<file path="src/rtl/phase_sequencer_pkg.sv">
// Shared types and constants for the phase sequencer.
// State encoding, STP opcode and phase strobe decode.
package phase_sequencer_pkg;

  typedef enum logic [2:0] {
    S_IDLE,
    S_FETCH,
    S_EXEC1,
    S_EXEC2,
    S_HALT,
    S_FAULT
  } state_t;

  localparam logic [3:0] OP_STP = 4'b0111;
  localparam int LOOP_MAX_DEF = 255;

  typedef struct packed {
    logic fetch;
    logic exec1;
    logic exec2;
    logic halted;
    logic fault;
  } phase_t;

  function automatic phase_t phase_dec(state_t s);
    phase_t p;
    p.fetch  = (s == S_FETCH);
    p.exec1  = (s == S_EXEC1);
    p.exec2  = (s == S_EXEC2);
    p.halted = (s == S_HALT);
    p.fault  = (s == S_FAULT);
    return p;
  endfunction

endpackage

</file>
<file path="src/rtl/phase_sequencer_if.sv">
// Control/strobe bundle between instruction decoder and sequencer.
// master drives requests, slave (the sequencer) drives phases.
interface phase_sequencer_if;
  logic        start;
  logic        step_mode;
  logic        step;
  logic [3:0]  op;
  logic        Extra;
  logic        Loop;
  logic        fetch;
  logic        exec1;
  logic        exec2;
  logic        count_en;
  logic        halted;
  logic        fault;
  logic [15:0] instr_count;
  logic [7:0]  loop_count;

  modport master (
    output start, step_mode, step, op, Extra, Loop,
    input  fetch, exec1, exec2, count_en, halted, fault,
    input  instr_count, loop_count
  );

  modport slave (
    input  start, step_mode, step, op, Extra, Loop,
    output fetch, exec1, exec2, count_en, halted, fault,
    output instr_count, loop_count
  );
endinterface

</file>
<file path="src/rtl/phase_sequencer_loop_timer.sv">
// Repeat-EXEC1 counter with timeout compare.
// Cleared on first EXEC1 entry, bumped on each repeat.
module loop_timer #(
  parameter int MAX = 255
) (
  input  logic       clk,
  input  logic       rst_n,
  input  logic       clear,
  input  logic       inc,
  output logic [7:0] count,
  output logic       at_max,
  output logic       nonzero
);

  localparam logic [7:0] MAX8 = 8'(MAX);

  logic [7:0] r_count;

  always_ff @(posedge clk or negedge rst_n) begin
    if (!rst_n) begin
      r_count <= '0;
    end else if (clear) begin
      r_count <= '0;
    end else if (inc) begin
      r_count <= r_count + 8'd1;
    end
  end

  assign count   = r_count;
  assign at_max  = (r_count == MAX8);
  assign nonzero = (r_count != 8'd0);

endmodule

</file>
<file path="src/rtl/phase_sequencer.sv">
// Instruction phase sequencer: FETCH/EXEC1/EXEC2 with halt,
// single-step and loop-timeout fault; counts retired instructions.
module phase_sequencer
  import phase_sequencer_pkg::*;
#(
  parameter int LOOP_MAX = LOOP_MAX_DEF
) (
  input logic               clk,
  input logic               rst_n,
  phase_sequencer_if.slave  bus
);

  state_t      r_state;
  state_t      w_next;
  phase_t      r_ph;
  logic [15:0] r_icnt;
  logic        w_clear;
  logic        w_inc;
  logic        w_retire;
  logic        w_at_max;
  logic        w_nonzero;
  logic [7:0]  w_count;

  always_comb begin
    w_next = r_state;
    unique case (r_state)
      S_IDLE:  if (bus.start) w_next = S_FETCH;
      S_FETCH: if (!bus.step_mode || bus.step) w_next = S_EXEC1;
      S_EXEC1: begin
        if (bus.op == OP_STP)  w_next = S_HALT;
        else if (bus.Loop)     w_next = w_at_max ? S_FAULT : S_EXEC1;
        else if (bus.Extra)    w_next = S_EXEC2;
        else                   w_next = S_FETCH;
      end
      S_EXEC2: w_next = S_FETCH;
      S_HALT:  if (bus.start) w_next = S_FETCH;
      S_FAULT: w_next = S_FAULT;
      default: w_next = S_IDLE;
    endcase
  end

  assign w_clear  = (r_state == S_FETCH) && (w_next == S_EXEC1);
  assign w_inc    = (r_state == S_EXEC1) && (w_next == S_EXEC1);
  // An instruction retires when it leaves its last execute phase cleanly.
  assign w_retire = (r_state == S_EXEC2) ||
                    ((r_state == S_EXEC1) &&
                     ((w_next == S_FETCH) || (w_next == S_HALT)));

  always_ff @(posedge clk or negedge rst_n) begin
    if (!rst_n) begin
      r_state <= S_IDLE;
      r_ph    <= '0;
      r_icnt  <= '0;
    end else begin
      r_state <= w_next;
      r_ph    <= phase_dec(w_next);
      if (w_retire) r_icnt <= r_icnt + 16'd1;
    end
  end

  loop_timer #(
    .MAX (LOOP_MAX)
  ) u_loop (
    .clk     (clk),
    .rst_n   (rst_n),
    .clear   (w_clear),
    .inc     (w_inc),
    .count   (w_count),
    .at_max  (w_at_max),
    .nonzero (w_nonzero)
  );

  assign bus.fetch       = r_ph.fetch;
  assign bus.exec1       = r_ph.exec1;
  assign bus.exec2       = r_ph.exec2;
  assign bus.halted      = r_ph.halted;
  assign bus.fault       = r_ph.fault;
  assign bus.count_en    = r_ph.exec1 & w_nonzero;
  assign bus.instr_count = r_icnt;
  assign bus.loop_count  = w_count;

endmodule
</file>
<file path="src/flat_wrapper.sv">
// flat-port wrapper written by rule: the top's interface ports become plain ports
module phase_sequencer_flat import phase_sequencer_pkg::*;
#(
  parameter int LOOP_MAX = LOOP_MAX_DEF
)
  (clk, rst_n, bus_start, bus_step_mode, bus_step, bus_op, bus_Extra, bus_Loop, bus_fetch, bus_exec1, bus_exec2, bus_count_en, bus_halted, bus_fault, bus_instr_count, bus_loop_count);
  phase_sequencer_if bus_i ();
  input logic clk;
  input logic rst_n;
  input wire logic [$bits(bus_i.start)-1:0] bus_start;
  input wire logic [$bits(bus_i.step_mode)-1:0] bus_step_mode;
  input wire logic [$bits(bus_i.step)-1:0] bus_step;
  input wire logic [$bits(bus_i.op)-1:0] bus_op;
  input wire logic [$bits(bus_i.Extra)-1:0] bus_Extra;
  input wire logic [$bits(bus_i.Loop)-1:0] bus_Loop;
  output wire logic [$bits(bus_i.fetch)-1:0] bus_fetch;
  output wire logic [$bits(bus_i.exec1)-1:0] bus_exec1;
  output wire logic [$bits(bus_i.exec2)-1:0] bus_exec2;
  output wire logic [$bits(bus_i.count_en)-1:0] bus_count_en;
  output wire logic [$bits(bus_i.halted)-1:0] bus_halted;
  output wire logic [$bits(bus_i.fault)-1:0] bus_fault;
  output wire logic [$bits(bus_i.instr_count)-1:0] bus_instr_count;
  output wire logic [$bits(bus_i.loop_count)-1:0] bus_loop_count;
  assign bus_i.start = bus_start;
  assign bus_i.step_mode = bus_step_mode;
  assign bus_i.step = bus_step;
  assign bus_i.op = bus_op;
  assign bus_i.Extra = bus_Extra;
  assign bus_i.Loop = bus_Loop;
  assign bus_fetch = bus_i.fetch;
  assign bus_exec1 = bus_i.exec1;
  assign bus_exec2 = bus_i.exec2;
  assign bus_count_en = bus_i.count_en;
  assign bus_halted = bus_i.halted;
  assign bus_fault = bus_i.fault;
  assign bus_instr_count = bus_i.instr_count;
  assign bus_loop_count = bus_i.loop_count;
  phase_sequencer #(.LOOP_MAX(LOOP_MAX)) u_core (.clk(clk), .rst_n(rst_n), .bus(bus_i));
endmodule
</file>
<file path="config.mk">
export PLATFORM = sky130hd
export DESIGN_NAME = phase_sequencer_flat
export DESIGN_NICKNAME = d
export VERILOG_FILES = /design/src/rtl/phase_sequencer_pkg.sv /design/src/rtl/phase_sequencer_if.sv /design/src/rtl/phase_sequencer_loop_timer.sv /design/src/rtl/phase_sequencer.sv /design/src/flat_wrapper.sv
export SDC_FILE = /design/constraint.sdc
export NUM_CORES = 1
export LEC_CHECK = 0
export CORE_MARGIN = 4
export CORE_UTILIZATION = 47
export CTS_CLUSTER_SIZE = 25
export DETAILED_ROUTE_END_ITERATION = 12
export PLACE_DENSITY = 0.81
export SLEW_MARGIN = 20
export SYNTH_ARGS = -nofsm -noshare
export SYNTH_HDL_FRONTEND = slang
export SYNTH_SLANG_ARGS = --single-unit
</file>
<file path="constraint.sdc">
create_clock -name clk -period 2.2 [get_ports clk]
set_input_delay 0.33 -clock clk [delete_from_list [all_inputs] [get_ports clk]]
set_output_delay 0.33 -clock clk [all_outputs]
set_load 0.005 [all_outputs]
</file>
==> impl_results.rst <==
.. list-table::
   :header-rows: 1

   * - Metric
     - Value
   * - Number of placed cells counting well taps
     - 334
   * - Largest family of logic cells by synthesized area
     - simple AND/OR/NAND/NOR gates
   * - Synthesized-area fraction occupied by adder cells
     - 0.01827
   * - GRT Residual Overflow
     - 0
   * - # diodes
     - 0
   * - Prevailing post-synth register cell
     - sky130_fd_sc_hd__dfrtp_1
   * - Total Wirelength
     - 4997 um
   * - Buffers inserted by post-CTS timing repair
     - 0
   * - Max incr delay on CP
     - 470 ps
   * - Synthesized netlist cell count
     - 231
   * - Die span in y
     - 74.12 um
   * - Port Buffer Count
     - 40
   * - Worst min path class
     - input pin to async pin
   * - Arrival time worst endpoint
     - 2350 ps
   * - Final Setup Violations
     - 0
   * - Via Count
     - 1965
   * - Setup slack, reg-to-reg
     - 140 ps
   * - Count of standard-cell rows
     - 23
   * - Maximum capacitance violations
     - 0
   * - Clock network power share
     - 0.129
   * - Top cell type's share of synthesized area
     - 0.3898
   * - Sequential power share
     - 0.276
   * - DR pass1 iterations
     - 5
   * - Die area
     - 5493 um2
   * - Effective utilization at floorplan
     - 0.4992
   * - Fillers
     - 318
   * - Static power due to leakage
     - 1.101 nW
   * - Pint
     - 1.949 mW
   * - Fraction of power spent switching nets
     - 0.4129
   * - Share of async-settable or async-resettable flops after synthesis
     - 1.000
   * - Mux share of post-synthesis cell area
     - 0.02619
   * - DR WL/cell
     - 14.65 um
   * - Top-level port count
     - 41
   * - Area of the mapped netlist
     - 2054 um2
   * - Worst setup path category
     - input pin to flip-flop
   * - Max-slew violation count
     - 0
   * - Final critical-path required period
     - 2118 ps
   * - TritonCTS Buffers
     - 5
   * - Most frequent cell after synthesis
     - sky130_fd_sc_hd__dfrtp_1
   * - Vias per cell
     - 5.762
   * - Number of cells in the finished layout apart from fillers
     - 341
   * - H-tree levels
     - 2
   * - Outcome
     - finished clean
   * - Largest cells by area after synthesis
     - sky130_fd_sc_hd__dfrtp_1, sky130_fd_sc_hd__nand2_1, sky130_fd_sc_hd__nand3_1
   * - Synth warnings
     - 0
   * - Global-route total usage across every layer
     - 0.1989
   * - Cells along the critical path
     - clkdlybuf4s50_1, nand2b_1, and3_1, o32a_4, mux2i_2, buf_12, or4_1, nand3_1
   * - Area growth syn-to-layout
     - 36.18%
   * - Part of the Yosys area used for sequential elements
     - 0.3898
   * - Total negative slack for setup checks
     - 0 ps
   * - Net Sw Power
     - 1.370 mW
   * - Width of the chip
     - 74.12 um
   * - Final weighted congestion in routability-driven placement
     - 0.8944
   * - Final core utilization
     - 0.6798
   * - Proportion of layout cells with a drive suffix above 1
     - 0.1718
   * - Global-route wire length before repair
     - 8431 um
   * - Hold violation total from the final report
     - 0
   * - Startpoint type of the worst setup path
     - input pin
   * - Simple logic cell fraction of the synthesized area
     - 0.3368
   * - Synthesized flop and latch total
     - 32
   * - Logic pwr share
     - 0.595
   * - Master of the slowest instance on the critical path
     - sky130_fd_sc_hd__or4_1
   * - TritonCTS clock tree
     - built
   * - Insertion delay of the later-clocked pin in the worst-skew pair
     - 290 ps
   * - Area of the core
     - 4115 um2
   * - Number of library cell types mapped by synthesis
     - 50
   * - Number of design rule violations left after detail routing
     - 0
   * - Final cycle utilization of the critical path
     - 0.9627
   * - Number of enable flip-flop cells after synthesis
     - 0
   * - Maximum root-to-sink buffer count
     - 2
   * - Post-synthesis net count
     - 245
   * - Total power divided by cell area
     - 1186 nW/um2
   * - Most area-hungry cell type in the Yosys netlist
     - sky130_fd_sc_hd__dfrtp_1
   * - Number of antenna violations at the first check in global routing
     - 0
   * - CP Data Required Time
     - 2430 ps
   * - Worst vdd ir
     - 0.7029 mV
   * - Maximum number of pins on one net before global-route repair
     - 33
   * - Post-route antenna net violation count
     - 0
   * - Leading cell types by count after synthesis
     - sky130_fd_sc_hd__dfrtp_1, sky130_fd_sc_hd__nand2_1, sky130_fd_sc_hd__nand3_1, sky130_fd_sc_hd__nor2_1, sky130_fd_sc_hd__nor2b_1
   * - Kind of end point of the critical path
     - flip-flop
   * - Maximum clock frequency
     - 472.2 MHz
   * - Via count of the first global-routing pass
     - 1853
   * - Clock Sink Count
     - 32
   * - Initial drt markers
     - 132
   * - Hold_buf cts
     - 0
   * - Post-detail-place hpwl
     - 3570 um
   * - Post-synthesis share of cell area spent on xor and xnor gates
     - 0.02132
   * - Critical Path Fanout Max
     - 17
   * - Area of the multi-input gates
     - 1211 um2
   * - Skew final
     - 7.358 ps
   * - Rel. slew slack
     - 0.6395
   * - Clock tree root driver cell
     - sky130_fd_sc_hd__clkbuf_8
   * - Post-layout net count
     - 305
   * - Clock slew at reported path FFs
     - 70 ps
   * - Slew at the pin with the worst max-slew slack
     - 540.8 ps
   * - Mean cell area of the mapped netlist
     - 8.894 um2
   * - Compound-gate portion of the synthesized area
     - 0.1583
   * - Register area
     - 800.8 um2
-- layout by cell type (no fill, tap or decap), drive strengths merged, types with 2 or more instances in the layout --
cell type,count
clkdlybuf4s50,39
dfrtp,32
nand2,25
buf,25
nand3,18
nor2,17
nor2b,11
a221oi,9
inv,8
a21oi,8
or4,7
nor3b,7
o21ai,7
clkbuf,6
and3,5
nand4,5
xnor2,5
mux2i,5
nor4b,5
nor4,4
o311ai,4
nand2b,3
nand4b,3
nor3,3
or3,3
a21boi,3
ha,3
o211ai,2
o21a,2
a21o,2
o32a,2
clkinv,2
or4b,2
or2,2
-- layer usage --
layer  wire length [um]  vias to the layer above  share of wire  track usage
met5                  0                        -              0            0
li1                   -                      979              -            -
met4                 72                        0          0.014      0.06841
met3                187                        8          0.037      0.03919
met1               2353                      945           0.47       0.2838
met2               2384                       33           0.48       0.3012
-- power groups by stage --
stage | clock (mW) | combinational (mW) | sequential (mW)
final | 0.427 | 1.98 | 0.916
after global routing | 0.466 | 2.19 | 0.943
after CTS | 0.440 | 1.95 | 0.914
after detailed placement | 0 | 1.94 | 0.922
after global placement | 0 | 1.89 | 0.916
after floorplan | 0 | 1.15 | 0.911
-- logic make-up (layout without fill, tap and decap cells) --
| family | Yosys count | in the layout |
|---|---|---|
| adder cells (fa/ha/maj) | 3 | 3 |
| XOR/XNOR | 5 | 5 |
| AO/OA/AOI/OAI | 43 | 43 |
| flip-flops | 32 | 32 |
| buffers and inverters | 21 | 81 |
| multiplexers | 5 | 5 |
| AND/OR/NAND/NOR | 122 | 122 |
-- metrics by stage --
stage	hold WS (ps)	worst slack (ps)	area [um2]	power, mW
5_1_grt	497.7	-1.907	2798	3.598
6_report	452.4	82.06	2798	3.319
3_5_place_dp	496.1	-215.5	2666	2.862
4_1_cts	471.1	20.52	2749	3.306
3_3_place_gp	491.4	-176.0	2666	2.803
2_1_floorplan	34.41	133.6	2054	2.062
-- path summary, 6_finish.rpt --
path | start | cells past startpoint | end
worst max-delay path | bus_step | 8 | u_core.bus.instr_count[4]
worst min-delay path | rst_n | 2 | u_core.bus.instr_count[12]
worst max register to register | u_core.r_state[2] | 7 | u_core.bus.instr_count[4]
worst min register to register | u_core.bus.instr_count[8] | 1 | u_core.bus.instr_count[8]
max in group asynchronous | rst_n | 2 | u_core.bus.instr_count[6]
min in group clk | u_core.bus.instr_count[8] | 1 | u_core.bus.instr_count[8]
-- cell type report --
cell class / count / area share
multi-input combinational: 178 / 0.4329
sequential: 32 / 0.2862
clock inverter: 1 / 0.001789
inverter: 9 / 0.01208
tap: 50 / 0.02236
timing repair buffer: 65 / 0.2187
clock buffer: 6 / 0.02594
-- state kept, by name (all words and copies together), names as in the netlist --
signal,cells
u_core.bus.exec1,1
u_core.bus.fetch,1
u_core.u_loop.count,8
u_core.bus.fault,1
u_core.r_state,3
u_core.bus.halted,1
u_core.bus.exec2,1
u_core.bus.instr_count,16
-- worst max-delay path: cells and delay by family --
| kind | cells | cell delay, ps |
|---|---|---|
| AOI/OAI and AO/OA | 1 | 390 |
| muxes | 1 | 170 |
| and+or+nand+nor | 4 | 910 |
| buffers and inverters | 2 | 550 |
-- what timing repair did --
| action | CTS | global route |
|---|---|---|
| endpoints found under the setup margin | 1 | 14 |
| gates resized for setup | 2 | 9 |
| endpoints found under the hold margin | 0 | 0 |
| pin swaps | 0 | 0 |
No activity file was read; power rests on OpenSTA's default activity.
